--- config.mk ---
export PLATFORM = sky130hd
export DESIGN_NAME = uart_rx_ctrl
export DESIGN_NICKNAME = d
export VERILOG_FILES = /design/src/rtl/uart_pkg.sv /design/src/rtl/uart_rx_fifo.sv /design/src/rtl/uart_rx_ctrl.sv
export SDC_FILE = /design/constraint.sdc
export NUM_CORES = 1
export LEC_CHECK = 0
export CORE_ASPECT_RATIO = 0.75
export CORE_MARGIN = 1.5
export CORE_UTILIZATION = 50
export CTS_BUF_LIST = sky130_fd_sc_hd__clkbuf_4
export DETAILED_ROUTE_END_ITERATION = 8
export HOLD_SLACK_MARGIN = 0.02
export PLACE_DENSITY = 0.76
export SLEW_MARGIN = 0
export SYNTH_ARGS = -nofsm -noshare
export SYNTH_HDL_FRONTEND = slang
export SYNTH_HIERARCHICAL = 1
export SYNTH_SLANG_ARGS = --single-unit
--- constraint.sdc ---
create_clock -name clk -period 3 [get_ports clk]
set_input_delay 0.75 -clock clk [delete_from_list [all_inputs] [get_ports clk]]
set_output_delay 0.75 -clock clk [all_outputs]
set_load 0.03 [all_outputs]
--- src/rtl/uart_pkg.sv ---
// -----------------------------------------------------------------------------
// uart_pkg
// Shared definitions for the UART receive path.
//   BYTE_W     : width of a received character
//   rx_state_e : receive controller states (OFF / RUN / DRAIN)
// -----------------------------------------------------------------------------
package uart_pkg;

  localparam int BYTE_W = 8;

  typedef enum logic [1:0] {
    OFF   = 2'd0,
    RUN   = 2'd1,
    DRAIN = 2'd2
  } rx_state_e;

endpackage : uart_pkg

--- src/rtl/uart_rx_fifo.sv ---
// -----------------------------------------------------------------------------
// uart_rx_fifo
// Byte FIFO for received characters, with extended-pointer full/empty detect.
// Ports:
//   clk, reset      : clock, asynchronous active-high reset
//   push, push_data : write request and byte
//   pop             : read request (ignored when empty)
//   flush           : empty the FIFO; wins over push and pop in the same cycle
//   head_data       : entry at the read pointer
//   full, empty     : occupancy flags
//   level           : current occupancy (0..DEPTH)
// -----------------------------------------------------------------------------
module uart_rx_fifo
  import uart_pkg::*;
#(
  parameter int DEPTH = 8
) (
  input  logic                     clk,
  input  logic                     reset,
  input  logic                     push,
  input  logic [BYTE_W-1:0]        push_data,
  input  logic                     pop,
  input  logic                     flush,
  output logic [BYTE_W-1:0]        head_data,
  output logic                     full,
  output logic                     empty,
  output logic [$clog2(DEPTH):0]   level
);

  localparam int AW = $clog2(DEPTH);
  localparam logic [AW:0] PTR_ONE = {{AW{1'b0}}, 1'b1};

  logic [AW:0]         wr_ptr_r;
  logic [AW:0]         rd_ptr_r;
  logic [BYTE_W-1:0]   mem_r [DEPTH];
  logic                pop_ok_s;
  logic                write_en_s;

  // Occupancy flags: pointers carry one extra wrap bit.
  assign full  = (wr_ptr_r[AW] != rd_ptr_r[AW]) &&
                 (wr_ptr_r[AW-1:0] == rd_ptr_r[AW-1:0]);
  assign empty = (wr_ptr_r == rd_ptr_r);
  assign level = wr_ptr_r - rd_ptr_r;
  assign head_data = mem_r[rd_ptr_r[AW-1:0]];

  // A push into a full FIFO is only accepted when a pop frees a slot in the same cycle.
  assign pop_ok_s   = pop && !empty;
  assign write_en_s = push && (!full || pop_ok_s);

  // Pointer and storage update; flush returns both pointers to zero.
  always_ff @(posedge clk or posedge reset) begin
    if (reset) begin
      wr_ptr_r <= '0;
      rd_ptr_r <= '0;
      for (int i = 0; i < DEPTH; i++) begin
        mem_r[i] <= '0;
      end
    end else if (flush) begin
      wr_ptr_r <= '0;
      rd_ptr_r <= '0;
    end else begin
      if (write_en_s) begin
        mem_r[wr_ptr_r[AW-1:0]] <= push_data;
        wr_ptr_r <= wr_ptr_r + PTR_ONE;
      end
      if (pop_ok_s) begin
        rd_ptr_r <= rd_ptr_r + PTR_ONE;
      end
    end
  end

endmodule : uart_rx_fifo

--- src/rtl/uart_rx_ctrl.sv ---
// -----------------------------------------------------------------------------
// uart_rx_ctrl
// Receive-side controller between uart_rx and the system bus. Turns the
// receiver's level-style recv_valid/break into single byte events on the
// falling edge of recv_valid, buffers bytes in a FIFO behind a valid/ready
// stream and reports break, overrun and inter-frame idle status.
// Ports:
//   clk, reset                       : clock, asynchronous active-high reset
//   ctrl_enable / ctrl_flush         : receive enable level / FIFO flush pulse
//   status_clear                     : clears break_seen and overrun_count
//   uart_recv_en                     : receiver enable (state != OFF)
//   uart_recv_valid/break/recv_data  : receiver outputs
//   rx_data, rx_valid, rx_ready      : byte stream out
//   fifo_level                       : FIFO occupancy
//   break_seen, overrun_count        : sticky break flag, saturating drop count
//   line_idle                        : one-cycle pulse after a quiet period
// -----------------------------------------------------------------------------
module uart_rx_ctrl
  import uart_pkg::*;
#(
  parameter int FIFO_DEPTH  = 8,
  parameter int IDLE_CYCLES = 200000,
  parameter bit DROP_BREAK  = 1'b1
) (
  input  logic                          clk,
  input  logic                          reset,
  input  logic                          ctrl_enable,
  input  logic                          ctrl_flush,
  input  logic                          status_clear,
  output logic                          uart_recv_en,
  input  logic                          uart_recv_valid,
  input  logic                          uart_break,
  input  logic [BYTE_W-1:0]             uart_recv_data,
  output logic [BYTE_W-1:0]             rx_data,
  output logic                          rx_valid,
  input  logic                          rx_ready,
  output logic [$clog2(FIFO_DEPTH):0]   fifo_level,
  output logic                          break_seen,
  output logic [7:0]                    overrun_count,
  output logic                          line_idle
);

  localparam logic [23:0] IDLE_C = IDLE_CYCLES[23:0];

  logic                valid_q;
  logic                break_q;
  logic [BYTE_W-1:0]   data_q;

  rx_state_e           state_r;
  rx_state_e           state_next_s;
  logic                uart_recv_en_r;
  logic                break_seen_r;
  logic [7:0]          overrun_count_r;
  logic [23:0]         idle_cnt_r;
  logic                armed_r;
  logic                line_idle_r;

  logic                event_s;
  logic                accept_s;
  logic                push_s;
  logic                pop_s;
  logic                full_s;
  logic                empty_s;
  logic                overrun_s;

  // Data and break are only settled at the end of the stop bit, so the byte is taken on the falling edge.
  assign event_s   = valid_q && !uart_recv_valid;
  assign accept_s  = event_s && (state_r != OFF);
  assign push_s    = accept_s && !(break_q && DROP_BREAK);
  assign rx_valid  = !empty_s;
  assign pop_s     = rx_valid && rx_ready;
  assign overrun_s = push_s && full_s && !pop_s && !ctrl_flush;

  assign uart_recv_en  = uart_recv_en_r;
  assign break_seen    = break_seen_r;
  assign overrun_count = overrun_count_r;
  assign line_idle     = line_idle_r;

  // Input registers for the receiver outputs.
  always_ff @(posedge clk or posedge reset) begin
    if (reset) begin
      valid_q <= 1'b0;
      break_q <= 1'b0;
      data_q  <= '0;
    end else begin
      valid_q <= uart_recv_valid;
      break_q <= uart_break;
      data_q  <= uart_recv_data;
    end
  end

  // State register; the receiver enable is registered from the next state so it tracks the state exactly.
  always_ff @(posedge clk or posedge reset) begin
    if (reset) begin
      state_r        <= OFF;
      uart_recv_en_r <= 1'b0;
    end else begin
      state_r        <= state_next_s;
      uart_recv_en_r <= (state_next_s != OFF);
    end
  end

  // Next-state logic; DRAIN keeps the receiver on until the byte in its stop bit completes.
  always_comb begin
    state_next_s = state_r;
    case (state_r)
      OFF: begin
        if (ctrl_enable) state_next_s = RUN;
        else             state_next_s = OFF;
      end
      RUN: begin
        if (ctrl_enable)  state_next_s = RUN;
        else if (valid_q) state_next_s = DRAIN;
        else              state_next_s = OFF;
      end
      DRAIN: begin
        if (ctrl_enable)  state_next_s = RUN;
        else if (event_s) state_next_s = OFF;
        else              state_next_s = DRAIN;
      end
      default: state_next_s = OFF;
    endcase
  end

  // Break flag: a new break wins over a simultaneous clear.
  always_ff @(posedge clk or posedge reset) begin
    if (reset) begin
      break_seen_r <= 1'b0;
    end else if (accept_s && break_q) begin
      break_seen_r <= 1'b1;
    end else if (status_clear) begin
      break_seen_r <= 1'b0;
    end
  end

  // Overrun counter: clear wins over a simultaneous drop; saturates at 255.
  always_ff @(posedge clk or posedge reset) begin
    if (reset) begin
      overrun_count_r <= 8'd0;
    end else if (status_clear) begin
      overrun_count_r <= 8'd0;
    end else if (overrun_s && (overrun_count_r != 8'hFF)) begin
      overrun_count_r <= overrun_count_r + 8'd1;
    end
  end

  // Idle detector: armed by a byte, fires once when the quiet count hits IDLE_CYCLES, then disarms.
  always_ff @(posedge clk or posedge reset) begin
    if (reset) begin
      idle_cnt_r  <= 24'd0;
      armed_r     <= 1'b0;
      line_idle_r <= 1'b0;
    end else if (state_r == OFF) begin
      idle_cnt_r  <= 24'd0;
      line_idle_r <= 1'b0;
    end else if (accept_s) begin
      idle_cnt_r  <= 24'd0;
      armed_r     <= 1'b1;
      line_idle_r <= 1'b0;
    end else if (armed_r && (idle_cnt_r == IDLE_C)) begin
      idle_cnt_r  <= 24'd0;
      armed_r     <= 1'b0;
      line_idle_r <= 1'b1;
    end else if (armed_r) begin
      idle_cnt_r  <= idle_cnt_r + 24'd1;
      line_idle_r <= 1'b0;
    end else begin
      line_idle_r <= 1'b0;
    end
  end

  uart_rx_fifo #(
    .DEPTH (FIFO_DEPTH)
  ) u_fifo (
    .clk       (clk),
    .reset     (reset),
    .push      (push_s),
    .push_data (data_q),
    .pop       (pop_s),
    .flush     (ctrl_flush),
    .head_data (rx_data),
    .full      (full_s),
    .empty     (empty_s),
    .level     (fifo_level)
  );

endmodule : uart_rx_ctrl

; ---- Yosys cells after proc, flatten, opt, wreduce, memory -nomap -nowiden
; Index checks and enable logic that the tools add are counted.
[classes]
add_sub_neg = 5
order_cmp = 3
eq_ne = 7
n_mux = 29
bitwise_logic = 4
n_reduce_logical = 32
[ops]
columns = cell, n
row1 = $mux 24, 4
row2 = $bwmux 64, 1
row3 = $mux 8, 5
row4 = $add 24x1->24 const B, 1
row5 = $bmux 8 s3, 1
row6 = $demux 8 s3, 1
row7 = $eq 24x18->1 const B, 1
row8 = $mux 4, 4
row9 = $logic_and 1x1->1, 14
row10 = $reduce_bool 2->1, 7
row11 = $add 4x1->4 const B, 2
row12 = $add 8x1->8 const B, 1
row13 = $ge 4x4->1 const B, 2
row14 = $mux 1, 8
row15 = $mux 2, 4
row16 = $ne 8x8->1 const B, 1
row17 = $not 3->4, 2
row18 = $logic_not 1->1, 6
row19 = $pmux 2 s3, 1
row20 = $eq 4x4->1, 1
row21 = $lt 4x1->1 const B, 1
row22 = $reduce_and 2->1, 2
row23 = $reduce_bool 4->1, 1
row24 = $sub 4x4->4, 1
row25 = 7 further kinds, 8
[totals]
register_bits = 120
in_bits = 16

; ---- Longest topological paths before layout
[depth]
depth_word = 10
mapped_depth = 12
depth_no_buf = 9

; ---- Hierarchy
; The synthesis kept the hierarchy.
[modules_own_cells]
columns = module, instances, cells_each, area_each_um2
row1 = uart_rx_fifo, 1, 249, 3505.9
row2 = uart_rx_ctrl, 1, 221, 2219.6

; ---- Least setup slack after synthesis
; Ideal clock, no wire load.
[synth_path]
kind = register -> register
from = reg u_fifo.rd_ptr_r[1]
to = reg overrun_count_r[5], in the netlist overrun_count[5]
t_arrival_ps = 3185
required_ps = 2922
path_slack_ps = -263
stages_incl_launch_ff = 13
synth_period_minus_slack_ps = 3263
path_cell_list = dfrtp_1 > buf_2 > clkbuf_1 > inv_1 > ha_1 > nand3_1 > nor2_1 > nor2b_1 > or3b_2 > or3_1 > buf_2 > or3_1 > a21oi_1
[synth_via]
elab_chain_len = 8
[synth_rtl]
columns = element, line
row1 = from (decl), uart_rx_fifo.sv:34  ; logic [AW:0] rd_ptr_r;
row2 = from (signal assigned), uart_rx_fifo.sv:67  ; rd_ptr_r <= rd_ptr_r + PTR_ONE;
row3 = $eq 4x4->1, uart_rx_fifo.sv:42  ; assign empty = (wr_ptr_r == rd_ptr_r);
row4 = named net empty_s, uart_rx_ctrl.sv:63  ; logic empty_s;
row5 = $logic_not 1->1, uart_rx_ctrl.sv:70  ; assign rx_valid = !empty_s;
row6 = $logic_and 1x1->1, uart_rx_ctrl.sv:71  ; assign pop_s = rx_valid && rx_ready;
row7 = named net pop_s, uart_rx_ctrl.sv:61  ; logic pop_s;
row8 = $logic_not 1->1, uart_rx_ctrl.sv:72  ; assign overrun_s = push_s && full_s && !pop_s && !ctrl_flush;
row9 = $logic_and 1x1->1 (2 in series), uart_rx_ctrl.sv:72
row10 = $logic_and 1x1->1, uart_rx_ctrl.sv:142  ; end else if (overrun_s && (overrun_count_r != 8'hFF)) begin
row11 = $reduce_bool 2->1 (no source line), n/a
row12 = to (signal assigned), uart_rx_ctrl.sv:143  ; overrun_count_r <= overrun_count_r + 8'd1;
row13 = to (decl), uart_rx_ctrl.sv:53  ; logic [7:0] overrun_count_r;
; The timed path passes the listed nets, and every way through them passes these cells.
; A chain may end at the register's enable or synchronous reset.

; ---- Worst setup path in the final report
[layout_path]
from = reg u_fifo.wr_ptr_r[2]
to = reg u_fifo/mem_r[53] (netlist bit)
[layout_via]
elab_chain_len = 7
[layout_rtl]
columns = element, line
row1 = from (decl), uart_rx_fifo.sv:33  ; logic [AW:0] wr_ptr_r;
row2 = from (signal assigned), uart_rx_fifo.sv:64  ; wr_ptr_r <= wr_ptr_r + PTR_ONE;
row3 = $eq 4x4->1, uart_rx_fifo.sv:42
row4 = named net empty_s, uart_rx_ctrl.sv:63
row5 = $logic_not 1->1, uart_rx_ctrl.sv:70
row6 = $logic_and 1x1->1, uart_rx_ctrl.sv:71
row7 = named net pop_s, uart_rx_ctrl.sv:61
row8 = $logic_and 1x1->1, uart_rx_fifo.sv:47  ; assign pop_ok_s = pop && !empty;
row9 = $logic_or 1x1->1, uart_rx_fifo.sv:48  ; assign write_en_s = push && (!full || pop_ok_s);
row10 = $logic_and 1x1->1, uart_rx_fifo.sv:48
row11 = $reduce_and 2->1 (no source line), n/a
row12 = "to (signal, indexed assignment)", uart_rx_fifo.sv:63  ; mem_r[wr_ptr_r[AW-1:0]] <= push_data;
row13 = to (decl), uart_rx_fifo.sv:35  ; logic [BYTE_W-1:0] mem_r [DEPTH];
; The timed path passes the listed nets, and every way through them passes these cells.

==> report_table.html <==
<table>
<tr><th>Metric</th><th>Value</th></tr>
<tr><th colspan="2">Global route</th></tr>
<tr><td>Number of antenna violations at the first check in global routing</td><td>0</td></tr>
<tr><td>Overflow left after global routing</td><td>0</td></tr>
<tr><td>Largest net degree at the start of global routing</td><td>41</td></tr>
<tr><td>GRT met2 Usage</td><td>0.330</td></tr>
<tr><td>Met3 track demand over resource</td><td>0.0511</td></tr>
<tr><td>Most Crowded Layer GR</td><td>met2</td></tr>
<tr><td>Met1 GRT Util</td><td>0.299</td></tr>
<tr><td>Global Route Usage Sum</td><td>0.213</td></tr>
<tr><td>Number of global-route vias before repair</td><td>~3900</td></tr>
<tr><td>Wire length of the first global-routing pass</td><td>19.7 mm</td></tr>
<tr><th colspan="2">Setup path</th></tr>
<tr><td>Worst reg-to-reg path cell count</td><td>8</td></tr>
<tr><td>Worst path arrival time</td><td>3.24 ns</td></tr>
<tr><td>Maximum fanout along the worst path</td><td>9</td></tr>
<tr><td>Endpoint of the worst register-to-register path</td><td>u_fifo/mem_r[53]$_DFFE_PP0P_</td></tr>
<tr><td>Critical Path End Type</td><td>flip-flop</td></tr>
<tr><td>Endpoint required time on the critical path</td><td>3.38 ns</td></tr>
<tr><td>Critical path class</td><td>reg2reg</td></tr>
<tr><td>Origin of the critical flop-to-flop path</td><td>u_fifo/wr_ptr_r[2]$_DFFE_PP0P_</td></tr>
<tr><td>Start point of the critical path</td><td>u_fifo/wr_ptr_r[2]$_DFFE_PP0P_</td></tr>
<tr><td>Startpoint types</td><td>flip-flop</td></tr>
<tr><td>Reg2reg setup slack</td><td>roughly 0.14 ns</td></tr>
<tr><th colspan="2">Run status</th></tr>
<tr><td>Status</td><td>completed</td></tr>
<tr><th colspan="2">Synth</th></tr>
<tr><td>Register area share after synthesis</td><td>0.524</td></tr>
<tr><td>Top-area cell type share of the netlist area</td><td>0.524</td></tr>
<tr><td>Post-synthesis instance total</td><td>between 400 and 500</td></tr>
<tr><td>Warning count from the yosys run</td><td>6</td></tr>
<tr><td>EDFF count, synth</td><td>0</td></tr>
<tr><td>Predominant post-synthesis flop cell</td><td>sky130_fd_sc_hd__dfrtp_1</td></tr>
<tr><td>Cell types with the largest area share after synthesis</td><td>sky130_fd_sc_hd__dfrtp_1, sky130_fd_sc_hd__mux2_2, sky130_fd_sc_hd__mux4_2</td></tr>
<tr><td>FF+latch count, synth</td><td>120</td></tr>
<tr><td>Cell variety after synth</td><td>47</td></tr>
<tr><td>Biggest area consumer among synthesized cells</td><td>sky130_fd_sc_hd__dfrtp_1</td></tr>
<tr><td>Netlist Area Pre-Place</td><td>between 5000 and 6000 µm²</td></tr>
<tr><td>Fraction of registers with async set or reset after synthesis</td><td>1.00</td></tr>
<tr><td>Mapped Avg Cell Area</td><td>12.2 µm²</td></tr>
<tr><td>Net count of the mapped netlist</td><td>495</td></tr>
<tr><th colspan="2">Die</th></tr>
<tr><td>Standard-cell rows</td><td>33</td></tr>
<tr><td>Die Y</td><td>95.7 µm</td></tr>
<tr><td>Floorplan die width</td><td>127 µm</td></tr>
<tr><td>Number of top-level design ports</td><td>40</td></tr>
<tr><td>Core Box Area</td><td>11000 µm²</td></tr>
<tr><td>Initial core utilization</td><td>0.519</td></tr>
<tr><td>Die Area</td><td>~12000 µm²</td></tr>
<tr><th colspan="2">Route</th></tr>
<tr><td>Pre-Repair DR Iteration Count</td><td>5</td></tr>
<tr><td>Final ANT Viol Nets</td><td>0</td></tr>
<tr><td>Wire length per cell</td><td>16.8 µm</td></tr>
<tr><td>Number of vias per cell after detailed routing</td><td>5.59</td></tr>
<tr><td>Starting DRC count in detailed routing</td><td>261</td></tr>
<tr><td>Post-route DRC</td><td>0</td></tr>
<tr><td>Total routed wirelength</td><td>roughly 12 mm</td></tr>
<tr><td>Total number of vias</td><td>3839</td></tr>
<tr><th colspan="2">Clocking</th></tr>
<tr><td>Clock latency of the later-clocked register in the worst-skew pair</td><td>0.50 ns</td></tr>
<tr><td>Inserted Clock Buffers</td><td>17</td></tr>
<tr><td>CTS hold repair buffers</td><td>0</td></tr>
<tr><td>Clock sinks</td><td>120</td></tr>
<tr><td>Clock tree from TritonCTS</td><td>built</td></tr>
<tr><td>CTS HTree Levels</td><td>4</td></tr>
<tr><td>Worst-path clk slew</td><td>approximately 0.11 ns</td></tr>
<tr><td>Clk Tree Root Cell</td><td>sky130_fd_sc_hd__clkbuf_4</td></tr>
<tr><td>Maximum number of buffers from clock root to sink</td><td>2</td></tr>
<tr><th colspan="2">Finish</th></tr>
<tr><td>Total of fill cells in the finished design</td><td>~850</td></tr>
<tr><td>Post-route cell area</td><td>about 6700 µm²</td></tr>
<tr><td>Proportion of layout cells with a drive suffix above 1</td><td>0.282</td></tr>
<tr><td>Layout Area Growth over Synthesis</td><td>17.1%</td></tr>
<tr><td>Nets</td><td>between 500 and 600</td></tr>
<tr><td>Total inserted antenna cells</td><td>0</td></tr>
<tr><td>Fin util</td><td>0.608</td></tr>
<tr><th colspan="2">Power</th></tr>
<tr><td>Worst-case vdd ir drop</td><td>0.304 mV</td></tr>
<tr><td>Leakage power figure</td><td>3.08 nW</td></tr>
<tr><td>Power Density</td><td>around 480 nW/µm²</td></tr>
<tr><th colspan="2">Place</th></tr>
<tr><td>Placed inst area</td><td>between 6000 and 7000 µm²</td></tr>
<tr><td>Detail Placement HPWL</td><td>approximately 8 mm</td></tr>
<tr><td>Quantity of I/O buffers inserted on ports</td><td>39</td></tr>
<tr><td>Weighted congestion at the end of routability-driven global placement</td><td>0.923</td></tr>
<tr><td>Worst Setup Slack post-DPL</td><td>-0.00496 ns</td></tr>
<tr><th colspan="2">STA</th></tr>
<tr><td>Setup TNS after final layout</td><td>0 ns</td></tr>
<tr><td>Headroom to the max-slew limit</td><td>0.520</td></tr>
<tr><td>Ratio of final minimum period to clock period</td><td>0.955</td></tr>
<tr><td>Post-layout min period</td><td>between 2 and 3 ns</td></tr>
<tr><td>Least-Margin Pin Slew</td><td>0.719 ns</td></tr>
<tr><td>Max Transition Viols Final</td><td>0</td></tr>
<tr><td>Worst setup skew after layout</td><td>0.0168 ns</td></tr>
<tr><td>Maximum operating frequency</td><td>349 MHz</td></tr>
<tr><td>Count of final hold-check violations</td><td>0</td></tr>
<tr><td>Final-report setup violation count</td><td>0</td></tr>
<tr><td>Least setup slack across all paths after layout</td><td>0.136 ns</td></tr>
<tr><td>Setup repair after global routing missed its margin</td><td>false</td></tr>
<tr><th colspan="2">Min path</th></tr>
<tr><td>Hold Path Depth</td><td>2</td></tr>
<tr><td>Worst min-delay path category</td><td>reg2reg</td></tr>
<tr><td>Hold path start</td><td>break_q$_DFF_PP0_</td></tr>
<tr><td>Endpoint with the worst hold slack</td><td>break_seen$_DFFE_PP0P_</td></tr>
<tr><th colspan="2">Run</th></tr>
<tr><td>Number of max-cap violations</td><td>0</td></tr>
</table>
-- synthesized netlist by cell type (2+ instances only) --
cell type	number
sky130_fd_sc_hd__ha_1	8
sky130_fd_sc_hd__nand3_2	5
sky130_fd_sc_hd__nor2b_1	3
sky130_fd_sc_hd__xor2_1	10
sky130_fd_sc_hd__inv_2	2
sky130_fd_sc_hd__nand4_4	2
sky130_fd_sc_hd__nor4_1	6
sky130_fd_sc_hd__and3_1	4
sky130_fd_sc_hd__nor2_1	46
sky130_fd_sc_hd__mux2i_1	2
sky130_fd_sc_hd__buf_2	8
sky130_fd_sc_hd__or3_1	7
sky130_fd_sc_hd__o21ai_0	7
sky130_fd_sc_hd__or4_1	3
sky130_fd_sc_hd__clkbuf_1	6
sky130_fd_sc_hd__nand2_1	42
sky130_fd_sc_hd__nand3b_1	2
sky130_fd_sc_hd__mux4_2	16
sky130_fd_sc_hd__mux2_2	64
sky130_fd_sc_hd__a21oi_1	9
sky130_fd_sc_hd__nor4b_1	5
sky130_fd_sc_hd__dfrtp_1	120
sky130_fd_sc_hd__nand4_1	7
sky130_fd_sc_hd__nand3_1	12
sky130_fd_sc_hd__inv_1	15
sky130_fd_sc_hd__and4_1	6
sky130_fd_sc_hd__nor3_1	10
sky130_fd_sc_hd__xnor2_1	24
-- critical path, cell delays in order, from the launching register on --
cell,delay [ns]
sky130_fd_sc_hd__dfrtp_1,0.50
sky130_fd_sc_hd__ha_4,0.34
sky130_fd_sc_hd__nand3_2,0.17
sky130_fd_sc_hd__nor2_1,0.18
sky130_fd_sc_hd__nor2b_1,0.08
sky130_fd_sc_hd__buf_4,0.15
sky130_fd_sc_hd__or3_1,0.62
sky130_fd_sc_hd__nand3_2,0.34
sky130_fd_sc_hd__mux2_2,0.38
-- worst max path at each step --
| stage | cells past startpoint | endpoint |
|---|---|---|
| 3_3_place_gp | 8 | u_fifo/mem_r[22]$_DFFE_PP0P_ |
| 2_1_floorplan | 12 | overrun_count[5]$_DFFE_PP0P_ |
| 6_report | 8 | u_fifo/mem_r[53]$_DFFE_PP0P_ |
| 3_5_place_dp | 8 | u_fifo/mem_r[16]$_DFFE_PP0P_ |
| 5_1_grt | 8 | u_fifo/mem_r[58]$_DFFE_PP0P_ |
| 4_1_cts | 5 | rx_data[6] |
-- what timing repair did --
| action | in CTS | in global routing |
|---|---|---|
| gates resized for setup | 8 | 2 |
| hold endpoints to repair | 0 | 0 |
| pin swaps | 0 | 0 |
| setup buffers | 0 | 5 |
| gates cloned | 0 | 0 |
| setup endpoints to repair | 7 | 60 |
-- cells in the final DEF, fill, tap and decap left out, drive strengths merged, types with 9 or more instances in the layout --
cell type | synthesis | final
a21oi | 9 | 9
inv | 17 | 17
nand2 | 42 | 42
xor2 | 10 | 10
nand4 | 9 | 9
clkdlybuf4s50 | 0 | 27
clkbuf | 7 | 20
mux4 | 16 | 16
xnor2 | 24 | 24
buf | 9 | 27
mux2 | 64 | 64
dfrtp | 120 | 120
nor3 | 10 | 10
nor2 | 46 | 46
nand3 | 18 | 18
-- where the power goes --
part | switching, mW | internal, mW | leakage, nW
clock | 0.562 | 0.589 | 0.156
sequential | 0.0403 | 1.67 | 1.63
combinational | 0.193 | 0.154 | 1.30
total | 0.795 | 2.41 | 3.08
-- cells by family (layout without fill, tap and decap cells) --
family	Yosys count	after routing	synth area share
flip-flops	120	120	0.524
AO/OA/AOI/OAI	24	24	0.0247
multiplexers	82	82	0.192
buffers and inverters	33	110	0.0249
adder cells (fa/ha/maj)	9	9	0.0210
AND/OR/NAND/NOR	168	168	0.161
XOR/XNOR	34	34	0.0520
-- flip-flops by register name (all words and copies together) (netlist names) --
signal,flops
armed_r,1
break_q,1
break_seen,1
data_q,8
idle_cnt_r,24
line_idle,1
overrun_count,8
state_r,2
u_fifo/mem_r,64
u_fifo/rd_ptr_r,4
u_fifo/wr_ptr_r,4
uart_recv_en,1
valid_q,1
-- stage by stage --
stage | cells | power [mW] | hold WS, ns
4_1_cts | 682 | 3.24 | 0.510
3_3_place_gp | 650 | 2.10 | 0.478
6_report | 687 | 3.21 | 0.504
2_1_floorplan | 470 | 1.97 | 0.443
3_5_place_dp | 650 | 2.11 | 0.488
5_1_grt | 687 | 3.35 | 0.534
-- routing by layer --
metal | share of wire | vias up
met4 | 0.010 | 0
met2 | 0.46 | 111
met1 | 0.48 | 1915
met5 | 0 | -
li1 | - | 1803
met3 | 0.048 | 10
-- layout make-up --
class	instances	area (µm²)	share of cell area
sequential	120	3000	0.448
inverter	17	63.8	0.00952
multi-input combinational	317	2600	0.388
tap	140	175	0.0261
timing repair buffer	61	576	0.0859
clock inverter	12	133	0.0198
clock buffer	20	150	0.0224
(Power assumes the default switching activity.)
